File: config.mk
export PLATFORM = sky130hd
export DESIGN_NAME = pc_opponent
export DESIGN_NICKNAME = d
export VERILOG_FILES = /design/src/rtl/pc_opponent.sv
export SDC_FILE = /design/constraint.sdc
export NUM_CORES = 1
export LEC_CHECK = 0
export BUFFER_PORTS_ARGS = -buffer_cell sky130_fd_sc_hd__buf_2
export CAP_MARGIN = 20
export CORE_UTILIZATION = 28
export DETAILED_ROUTE_END_ITERATION = 10
export PLACE_DENSITY = 0.55
export SLEW_MARGIN = 20
export SYNTH_ARGS = -nofsm -noshare
export SYNTH_HDL_FRONTEND = slang
export SYNTH_SLANG_ARGS = --single-unit
File: constraint.sdc
create_clock -name clk -period 13.35 [get_ports clk]
set_input_delay 0.6675 -clock clk [delete_from_list [all_inputs] [get_ports clk]]
set_output_delay 0.6675 -clock clk [all_outputs]
set_load 0.02 [all_outputs]
File: src/rtl/pc_opponent.sv
// Computer-opponent move engine: on each PC turn it picks an unshot cell on the
// player's board (LFSR seed plus linear probing), fires, and reports hit and sink.
module pc_opponent #(
    parameter int         ROWS      = 5,
    parameter int         COLS      = 5,
    parameter logic [7:0] LFSR_SEED = 8'hA5
) (
    input  logic                   clk,
    input  logic                   rst,
    input  logic [2:0]             state,
    input  logic [2:0]             boats_init,
    input  logic [ROWS*COLS*3-1:0] player_ship_id,
    output logic                   pc_mov,
    output logic                   pc_hit,
    output logic [2:0]             pc_row,
    output logic [2:0]             pc_col,
    output logic [2:0]             boats_player,
    output logic                   board_full
);

    localparam int         N        = ROWS * COLS;
    localparam logic [5:0] LAST     = 6'(N - 1);
    localparam logic [2:0] ST_START = 3'd0;
    localparam logic [2:0] ST_PC    = 3'd2;

    // state  | meaning
    // IDLE   | waiting for the rising edge of a PC turn
    // PICK   | seed the candidate from the LFSR, or report a full board
    // SEARCH | probe forward past already-shot cells
    // FIRE   | mark the cell shot and latch hit/row/col
    // UPDATE | sink check, boat count, pulse pc_mov
    // DONE   | wait for the PC turn to end
    typedef enum logic [2:0] {IDLE, PICK, SEARCH, FIRE, UPDATE, DONE} eng_t;

    eng_t         eng, eng_nxt;
    logic [63:0]  shot;
    logic [191:0] ids_pad;
    logic [7:0]   lfsr;
    logic [5:0]   cand;
    logic [2:0]   prev_state;
    logic [2:0]   cand_id;
    logic         sunk;
    logic         clear, do_pick, do_full, do_probe, do_fire, do_update;

    assign ids_pad = 192'(player_ship_id);
    assign cand_id = ids_pad[3*int'(cand) +: 3];

    // The just-fired cell is already marked, so a sunk ship has no unshot cell left.
    always_comb begin
        sunk = 1'b1;
        for (int i = 0; i < N; i++) begin
            if (ids_pad[3*i +: 3] == cand_id && !shot[i]) sunk = 1'b0;
        end
    end

    always_ff @(posedge clk or posedge rst) begin
        if (rst) begin
            eng        <= IDLE;
            prev_state <= ST_START;
        end else begin
            eng        <= eng_nxt;
            prev_state <= state;
        end
    end

    always_comb begin
        eng_nxt = eng;
        if (clear) begin
            eng_nxt = IDLE;
        end else begin
            case (eng)
                IDLE:    if (state == ST_PC && prev_state != ST_PC) eng_nxt = PICK;
                PICK:    eng_nxt = board_full ? DONE : SEARCH;
                SEARCH:  if (!shot[cand]) eng_nxt = FIRE;
                FIRE:    eng_nxt = UPDATE;
                UPDATE:  eng_nxt = DONE;
                DONE:    if (state != ST_PC) eng_nxt = IDLE;
                default: eng_nxt = IDLE;
            endcase
        end
    end

    always_comb begin
        clear     = (state == ST_START);
        do_pick   = (eng == PICK) && !board_full;
        do_full   = (eng == PICK) && board_full;
        do_probe  = (eng == SEARCH) && shot[cand];
        do_fire   = (eng == FIRE);
        do_update = (eng == UPDATE);
    end

    always_ff @(posedge clk or posedge rst) begin
        if (rst) begin
            shot         <= '0;
            lfsr         <= LFSR_SEED;
            cand         <= '0;
            pc_mov       <= 1'b0;
            pc_hit       <= 1'b0;
            pc_row       <= '0;
            pc_col       <= '0;
            boats_player <= '0;
            board_full   <= 1'b0;
        end else if (clear) begin
            shot         <= '0;
            boats_player <= boats_init;
            pc_hit       <= 1'b0;
            pc_mov       <= 1'b0;
            board_full   <= 1'b0;
        end else begin
            pc_mov     <= 1'b0;
            board_full <= &shot[N-1:0];
            if (do_pick) begin
                cand <= 6'(int'(lfsr) % N);
                lfsr <= {lfsr[6:0], lfsr[7] ^ lfsr[5] ^ lfsr[4] ^ lfsr[3]};
            end
            if (do_full) begin
                pc_mov <= 1'b1;
                pc_hit <= 1'b0;
            end
            if (do_probe) cand <= (cand == LAST) ? 6'd0 : cand + 6'd1;
            if (do_fire) begin
                shot[cand] <= 1'b1;
                pc_hit     <= (cand_id != 3'd0);
                pc_row     <= 3'(int'(cand) / COLS);
                pc_col     <= 3'(int'(cand) % COLS);
            end
            if (do_update) begin
                pc_mov <= 1'b1;
                if (pc_hit && sunk && boats_player != 3'd0) boats_player <= boats_player - 3'd1;
            end
        end
    end

endmodule

==> flow_summary.toml <==
[global_route]
grt_pass1_vias = 7203
antenna_found_initial = 0
overflow = 0
grt_max_degree = 72
grt_pass1_wl_um = 42200
grt_usage = 0.191

[final_layout]
fin_nets = 1077
final_area_um2 = 8780
syn_to_final_growth_pct = 12.7
n_antenna_cell = 0
layout.cells.non_filler = 1353
drive_above_1_share = 0.173
nFillCells = 2909

[floorplanning]
die_h_um = 169
fp.dieArea_um2 = 28500
initial_core_util = 0.287
coreArea_um2 = 27100
num_rows = 60
die_w_um = 169
ios = 95

[synth]
ys_ff_latch = 96
yosys.area_share.xor_xnor = 0.0562
async_flop_share = 1.00
synth_edf_count = 0
synth_top_family_by_area = "compound AO/OA/AOI/OAI gates"
ys_warn_count = 0
synth_top_area_share = 0.295
synth.avg_cell_area_um2 = 8.48
synth_most_common_cell = "nand2_1"
synth-simple-area-share = 0.214
synth_ff_type = "dfrtp_1"
synthAdderAreaFrac = 0.0302
synthCells = 919
ys_top_cells_by_count = "nand2_1 (108), dfrtp_1 (92), o21ai_0 (76)"
ys_types = 90
synth_compound_area_frac = 0.263
seq_area_frac_synth = 0.309
synth.area.top_cells = "dfrtp_1 (30%), nand2_1 (5.2%), o21ai_0 (4.9%)"
netlist.top_cell.by_area = "dfrtp_1"
syn_area_um2 = 7790
synthMuxAreaShare = 0.0710
synth.net_count = 1020

[clock_tree]
htree_levels = 3
clk_latency_ns = 0.35
cts_tree = "done"
cts_num_sinks = 96
ctsRootBufferMaster = "clkbuf_16"
numCtsBuffers = 9
clock_path_buffers = 2
clk_pin_slew_worst_paths_ns = 0.07
cts_setup_buffers = 0
cts_resized = 0
ctsHoldBuffers = 0

[critical_path]
setup.worst_path.class = "flip-flop to flip-flop"
reg2reg_to = "pc_col[1]$_DFFE_PP0P_"
critPathMaxFanout = 21
r2r_start = "cand[3]$_DFFE_PP0P_"
arrival_ns = 5.72
r2r_cells = 17
r2r_setup_slack_ns = 7.92
worstPathRequired_ns = 13.63
cp-start-kind = "flip-flop"
critPathCaptureType = "flip-flop"

[place]
hpwl_um = 20300
gp_congestion = 0.936
dp_cells = 1337
dpl_cell_area_um2 = 8500
port_buffers = 94

[sta]
fmax_ghz = 0.184
whs_ns = 0.353
drv_slew = 0
rsz0062_at_grt = "false"
skew_ns = 0.00684
relSlewSlack = 0.274
post-route-period-util = 0.407
worst_pin_slew_ns = 1.09
setup_viol = 0
period_needed_ns = 5.43
hold_viol = 0
fin_setup_tns_ns = 0

[hold_path]
min_path_type = "input port to asynchronous set/reset pin"

[detailed_routing]
final_antenna_net_count = 0
via_per_inst = 5.69
routed_wl_um = 27200
vias = 7704
firstDrtPassIters = 5
route.detailed.drc = 0
drt_iter0_markers = 702
post_drt_wl_per_cell_um = 20.1

[pwr]
power.density_nw_per_um2 = 231
ir_worst_vdd_uv = 85.4
leakage_nw = 3.62

[flow_run]
drv_cap = 0

[status]
outcome = "completed"
==> per-stage QoR <==
stage | power, mW | worst slack, ns | util
2_1_floorplan | 1.46 | 8.47 | -
3_3_place_gp | 1.76 | 8.12 | 0.314
3_5_place_dp | 1.76 | 7.95 | 0.314
4_1_cts | 2.02 | 7.93 | 0.324
5_1_grt | 2.18 | 7.44 | 0.324
6_report | 2.03 | 7.92 | 0.324
==> placed cells by master, fill, tap and decap left out, types with 9 or more instances in the layout <==
cell,n
nor2_1,54
o21ai_1,10
a22oi_1,14
nor3_1,26
o21ai_0,76
or3_1,16
a22o_1,27
a211oi_1,17
xnor2_1,33
nand2_1,108
buf_2,94
nand3_1,19
mux2i_1,26
a221oi_1,19
xor2_1,17
clkbuf_16,9
mux2_2,20
ha_1,18
nor2b_1,17
a21oi_1,31
dfrtp_1,89
buf_4,11
inv_1,28
nand4_1,13
==> registers in the layout, indices dropped and copies added (netlist names) <==
name,cells
pc_row,3
lfsr,8
pc_col,3
prev_state,3
board_full,1
pc_mov,1
cand,6
boats_player,3
eng,3
pc_hit,1
shot,64
==> cell families (layout without fill, tap and decap cells) <==
group / after synthesis / count (layout)
xor+xnor: 50 / 50
simple gates: 324 / 324
fa+ha+maj: 19 / 19
compound gates: 290 / 290
mux: 50 / 50
flops: 96 / 96
buf+inv: 90 / 152
==> worst max path at each step <==
stage / from / to / slack, ns / cells after the start
3_3_place_gp: cand[1]$_DFFE_PP0P_ / pc_col[1]$_DFFE_PP0P_ / 8.12 / 18
5_1_grt: cand[3]$_DFFE_PP0P_ / pc_col[1]$_DFFE_PP0P_ / 7.44 / 17
4_1_cts: cand[3]$_DFFE_PP0P_ / pc_col[1]$_DFFE_PP0P_ / 7.93 / 17
2_1_floorplan: cand[4]$_DFFE_PP0P_ / pc_col[1]$_DFFE_PP0P_ / 8.47 / 19
3_5_place_dp: cand[3]$_DFFE_PP0P_ / pc_col[1]$_DFFE_PP0P_ / 7.95 / 17
6_report: cand[3]$_DFFE_PP0P_ / pc_col[1]$_DFFE_PP0P_ / 7.92 / 17
==> worst max-delay path, cell delays in order, from the launching register on <==
cell and delay, ns:
dfrtp_1 0.75, inv_1 0.30, ha_1 0.27, inv_1 0.06
ha_1 0.24, o31ai_1 0.59, and2_1 0.32, xnor2_1 0.13
ha_1 0.27, or2_2 0.30, maj3_1 0.38, a211oi_2 0.36
xnor2_1 0.21, ha_1 0.22, a21oi_1 0.07, nor3_1 0.37
mux2_2 0.38, a21oi_1 0.14
==> where the power goes <==
group	internal [mW]	total (mW)	leakage (nW)	switching, mW
registers	0.338	0.423	1.28	0.0852
logic	0.518	1.36	2.20	0.841
clock network	0.128	0.247	0.139	0.120
==> cell type report <==
| cell class | instances | area, um^2 | area share |
|---|---|---|---|
| timing repair buffer | 105 | 553 | 0.0630 |
| tap | 372 | 465 | 0.0530 |
| multi-input combinational | 733 | 4960 | 0.565 |
| clock buffer | 10 | 229 | 0.0261 |
| sequential | 96 | 2410 | 0.275 |
| clock inverter | 6 | 43.8 | 0.00499 |
| inverter | 31 | 119 | 0.0135 |
==> routing by layer <==
metal,up-vias,part of all wire,global-route usage
met5,-,0,0
met4,0,0.025,0.0569
met3,44,0.078,0.0358
met2,311,0.44,0.294
met1,3759,0.45,0.271
li1,3590,-,-
Note: power is estimated with default switching activity, not from simulation.
